--- src/rtl/nv_fifo_ctrl_16x14.sv ---
// rtl/nv_fifo_ctrl_16x14.sv - 16x14 FIFO controller for a 2-stage-read RAM with a 3-entry output skid buffer
// Optional status outputs (fifo_count, fifo_idle) are built when NV_FIFO_CTRL_STATUS_EN is defined.
module nv_fifo_ctrl_16x14 #(
    parameter int RD_SKID_DEPTH = 3
) (
    input  logic        clk,
    input  logic        rst,
    input  logic        wr_pvld,
    output logic        wr_prdy,
    input  logic [13:0] wr_pd,
    output logic        rd_pvld,
    input  logic        rd_prdy,
    output logic [13:0] rd_pd,
    output logic [3:0]  ram_wa,
    output logic        ram_we,
    output logic [13:0] ram_di,
    output logic [3:0]  ram_ra,
    output logic        ram_re,
    output logic        ram_ore,
    input  logic [13:0] ram_dout,
    input  logic [31:0] pwrbus_ram_pd,
    output logic [31:0] ram_pwrbus_ram_pd
`ifdef NV_FIFO_CTRL_STATUS_EN
    ,
    output logic [4:0]  fifo_count,
    output logic        fifo_idle
`endif
);

    localparam logic [2:0] SKID_DEPTH = 3'(RD_SKID_DEPTH);

    logic [3:0]  wptr;
    logic [3:0]  rptr;
    logic [4:0]  count;
    logic [1:0]  inflight;
    logic [1:0]  skid_count;
    logic        ore_q;
    logic        cap_q;
    logic [13:0] skid_mem [3];

    logic        wr_accept;
    logic        rd_issue;
    logic        rd_pop;
    logic [2:0]  slots_used;
    logic [1:0]  cap_idx;

    // Write side: ready only depends on occupancy; nothing is accepted while in reset.
    assign wr_prdy   = rst | ~count[4];
    assign wr_accept = wr_pvld & ~count[4] & ~rst;
    assign ram_we    = wr_accept;
    assign ram_wa    = wptr;
    assign ram_di    = wr_pd;

    assign rd_pvld = ~rst & (skid_count != 2'd0);
    assign rd_pd   = skid_mem[0];
    assign rd_pop  = rd_pvld & rd_prdy;

    // A head popping this cycle frees its slot, which keeps one read per cycle while streaming.
    assign slots_used = {1'b0, inflight} + {1'b0, skid_count} - {2'b00, rd_pop};
    assign rd_issue   = ~rst & (count != 5'd0) & (slots_used < SKID_DEPTH);
    assign ram_re     = rd_issue;
    assign ram_ra     = rptr;
    assign ram_ore    = ore_q & ~rst;

    assign cap_idx = skid_count - {1'b0, rd_pop};

    assign ram_pwrbus_ram_pd = pwrbus_ram_pd;

    always_ff @(posedge clk) begin
        if (rst) begin
            wptr       <= 4'd0;
            rptr       <= 4'd0;
            count      <= 5'd0;
            inflight   <= 2'd0;
            skid_count <= 2'd0;
            ore_q      <= 1'b0;
            cap_q      <= 1'b0;
        end else begin
            if (wr_accept) begin
                wptr <= wptr + 4'd1;
            end
            if (rd_issue) begin
                rptr <= rptr + 4'd1;
            end
            count      <= count + {4'd0, wr_accept} - {4'd0, rd_issue};
            inflight   <= inflight + {1'b0, rd_issue} - {1'b0, cap_q};
            skid_count <= skid_count + {1'b0, cap_q} - {1'b0, rd_pop};
            ore_q      <= rd_issue;
            cap_q      <= ore_q;
        end
    end

    // Skid storage is a shift queue with the head at index 0; contents need no reset.
    always_ff @(posedge clk) begin
        if (rd_pop) begin
            skid_mem[0] <= skid_mem[1];
            skid_mem[1] <= skid_mem[2];
        end
        if (cap_q) begin
            skid_mem[cap_idx] <= ram_dout;
        end
    end

`ifdef NV_FIFO_CTRL_STATUS_EN
    logic [4:0] total_nxt;

    assign total_nxt = count + {4'd0, wr_accept} + {3'd0, inflight} + {3'd0, skid_count}
                     - {4'd0, rd_pop};

    always_ff @(posedge clk) begin
        if (rst) begin
            fifo_count <= 5'd0;
            fifo_idle  <= 1'b1;
        end else begin
            fifo_count <= total_nxt;
            fifo_idle  <= (total_nxt == 5'd0) & ~wr_accept;
        end
    end
`endif

endmodule

--- config.mk ---
export PLATFORM = sky130hd
export DESIGN_NAME = nv_fifo_ctrl_16x14
export DESIGN_NICKNAME = d
export VERILOG_FILES = /design/src/rtl/nv_fifo_ctrl_16x14.sv
export SDC_FILE = /design/constraint.sdc
export NUM_CORES = 1
export LEC_CHECK = 0
export ABC_CLOCK_PERIOD_IN_PS = 6750
export CAP_MARGIN = 0
export CORE_UTILIZATION = 42
export DETAILED_ROUTE_END_ITERATION = 16
export PLACE_DENSITY = 0.87
export SKIP_CTS_REPAIR_TIMING = 1
export SLEW_MARGIN = 0
export SYNTH_ARGS = -nofsm -noshare
export SYNTH_HDL_FRONTEND = slang
export SYNTH_SLANG_ARGS = --single-unit
--- constraint.sdc ---
create_clock -name clk -period 6.75 [get_ports clk]
set_clock_uncertainty 0.1 [all_clocks]
set_input_delay 2.025 -clock clk [delete_from_list [all_inputs] [get_ports clk]]
set_output_delay 2.025 -clock clk [all_outputs]
set_load 0.01 [all_outputs]
==> impl_metrics.py <==
metrics = {
    "worst_setup_path": {
        "cp.required_ps": 4620,
        "ff2ff_path_depth": 18,
        "cp_cell_sequence": "clkdlybuf4s50_1 -> o21ba_2 -> nand2_1 -> inv_1 -> ha_1 -> inv_1 -> ha_1 -> inv_1 -> fa_1 -> nor2b_1 -> nor4_2 -> dlymetal6s2s_1",
        "r2r_slack_ps": 2780,
        "worst-path-buf-inv": 5,
        "max_stage_delay_ps": 470,
        "arrival_ps": 4370,
        "r2r-start": "skid_count[1]$_SDFF_PP0_",
        "crit_fanout": 2,
        "regToRegEndpoint": "count[4]$_SDFF_PP0_",
        "worst-setup-path-type": "input port to output pin",
        "worstSetupEndpointType": "output pin",
        "crit_family": "adder cells",
        "start_kind": "input port",
        "slowest_stage": "clkdlybuf4s50_1",
        "worst_path_most_repeated_cell": "inv_1",
    },
    "yosys": {
        "ys_ff_latch": 61,
        "yosys.cell_types.count": 33,
        "synthCells": 243,
        "synth_top_cell_by_area": "edfxtp_1",
        "yosysMostFrequentCell": "buf_4",
        "synth_ff_type": "edfxtp_1",
        "synth_edf_count": 42,
        "ys_warn_count": 0,
        "syn_avg_cell_area_um2": 12.8,
        "synth_nets": 324,
        "synth.area.top_cells": "edfxtp_1 41%, dfxtp_1 12%, mux2_2 11%, buf_4 11%, ha_1 6.1%",
        "synth_common_cells": "46 x buf_4, 42 x edfxtp_1, 31 x mux2_2",
        "synth_async_sr_flop_share_pct": 0,
        "ys_seq_area_share_pct": 52.9,
        "netlist_area_um2": 3100,
        "netlist.area_leader.share_pct": 40.7,
    },
    "detailed_routing": {
        "ant_nets": 0,
        "drc_errors": 0,
        "drt_iter0_drc": 38,
        "first_pass_iters": 4,
        "num_vias": 1726,
        "finalWirelength_um": 4980,
        "via_per_inst": 4.83,
        "routedWlPerCell_um": 14.0,
    },
    "grt": {
        "grt_pass1_wl_um": 7860,
        "grt_util_all_layers_pct": 13.9,
        "grt.overflow.total": 0,
        "grt_pass1_vias": 1698,
        "grt_max_degree": 31,
        "grt_antenna_before_repair": 0,
    },
    "final_layout": {
        "antenna_cells": 0,
        "syn_to_final_growth_pct": 15.3,
        "fin_nets": 337,
        "final_util_pct": 51.5,
        "drive_gt1_share_pct": 22.6,
    },
    "pwr": {
        "power_density_nw_per_um2": 363,
        "ir_drop_v": 0.000163,
        "leakagePower_nw": 1.36,
        "total_power_mw": 1.30,
    },
    "sta": {
        "max_slew_margin_pct": 26.6,
        "worst_slew_pin_slew_ps": 1100,
        "setup-violations-final": 0,
        "period_minus_slack_ps": 6490,
        "rsz0062_at_grt": "false",
        "setup_tns_ps": 0,
        "finalCritPeriodShare_pct": 96.2,
        "fmax_mhz": 154,
        "hold_viol_final": 0,
        "slew_violations": 0,
        "whs_ps": 363,
    },
    "placement": {
        "gp_congestion": 0.707,
        "dp_hpwl_um": 3460,
        "port_buffers": 44,
    },
    "clocking": {
        "clk_pin_slew_ps": 60,
        "cts_tree": "yes",
        "clkLatencyLatePin_ps": 330,
        "htreeDepth": 3,
        "cts_buffers": 9,
        "cts_buffer_depth": 2,
        "cts_root_buf": "clkbuf_8",
        "cts_sinks": 61,
    },
    "floorplanning": {
        "die_height_um": 87.9,
        "rows": 30,
        "ioPinCount": 137,
        "die-width_um": 87.9,
        "dieArea_um2": 7730,
        "initial_core_util_pct": 44.7,
        "core_region_area_um2": 6940,
    },
    "hold_path": {
        "holdPathEnd": "cap_q$_SDFF_PP0_",
        "whs_path_depth": 1,
        "min-delay-start": "ore_q$_SDFF_PP0_",
        "hp-class": "register to register",
    },
    "run_status": {
        "status": "complete, no violations",
    },
    "job": {
        "maxCapViolations": 0,
    },
}
layer usage:
metal  wire [µm]  up-vias  global-route usage, %
li1            -      820                      -
met1        1990      815                   14.6
met2        2450       64                   23.1
met3         384       27                   5.66
met4         161        0                   8.79
met5           0        -                      0
stage by stage:
step | cell area [µm²] | setup slack [ps] | std cells
4_1_cts | 3570 | -244 | 357
6_report | 3580 | 258 | 357
3_3_place_gp | 3360 | -186 | 341
3_5_place_dp | 3360 | -215 | 341
2_1_floorplan | 3100 | 302 | 243
5_1_grt | 3580 | 41.9 | 357
kinds of logic (layout without fill, tap and decap cells):
kind of cell | Yosys count | after routing | synth area share [%]
AOI/OAI and AO/OA | 10 | 10 | 2.14
xor gates and xnor gates | 10 | 10 | 3.07
adders and majority gates | 17 | 17 | 7.34
buffers and inverters | 69 | 87 | 14.4
DFF | 61 | 61 | 52.9
muxes | 33 | 33 | 11.9
and+or+nand+nor | 43 | 43 | 8.19
final cells by class:
type / count / area (µm²)
flip-flops and latches: 61 / 1640
repair buffers: 53 / 510
well taps: 96 / 120
multi-input cells: 113 / 1020
clock inverters: 2 / 60.1
clock buffers: 14 / 153
inverters: 18 / 67.6
fillers: 572 / 3370
cell usage in the layout (no fill, tap or decap), types with 2 or more instances in the layout:
| cell | count |
|---|---|
| nor2_1 | 10 |
| ha_1 | 15 |
| o21ai_0 | 2 |
| edfxtp_1 | 42 |
| mux2_2 | 31 |
| a21o_1 | 2 |
| a21oi_1 | 3 |
| inv_1 | 18 |
| nand2b_1 | 5 |
| nand2_1 | 4 |
| xnor2_1 | 7 |
| clkdlybuf4s50_1 | 43 |
| nand3_1 | 2 |
| xor2_1 | 2 |
| buf_4 | 9 |
| nor2b_1 | 10 |
| nor4_1 | 2 |
| bufinv_16 | 2 |
| clkbuf_1 | 4 |
| fa_1 | 2 |
| dfxtp_1 | 19 |
| clkbuf_8 | 10 |
| nand3_2 | 2 |
where the power goes:
group / switching (mW) / total [mW] / internal [mW]
sequential: 0.0352 / 0.515 / 0.480
clock: 0.131 / 0.350 / 0.219
combinational: 0.200 / 0.432 / 0.232
total: 0.367 / 1.30 / 0.931
worst max path at each step:
stage,depth (start not counted),to,from,slack (ps)
floorplan,11,ram_re,rst,300
global placement,12,ram_re,rst,-190
detailed placement,12,ram_re,rst,-220
CTS,12,ram_re,rst,-240
global route,12,ram_re,rst,40
finish,12,ram_re,rst,260
state kept, by name (all words and copies together), names as in the netlist:
register,cells
cap_q,1
skid_mem,42
count,5
ram_ra,4
ore_q,1
inflight,2
ram_wa,4
skid_count,2
(Power assumes the default switching activity.)
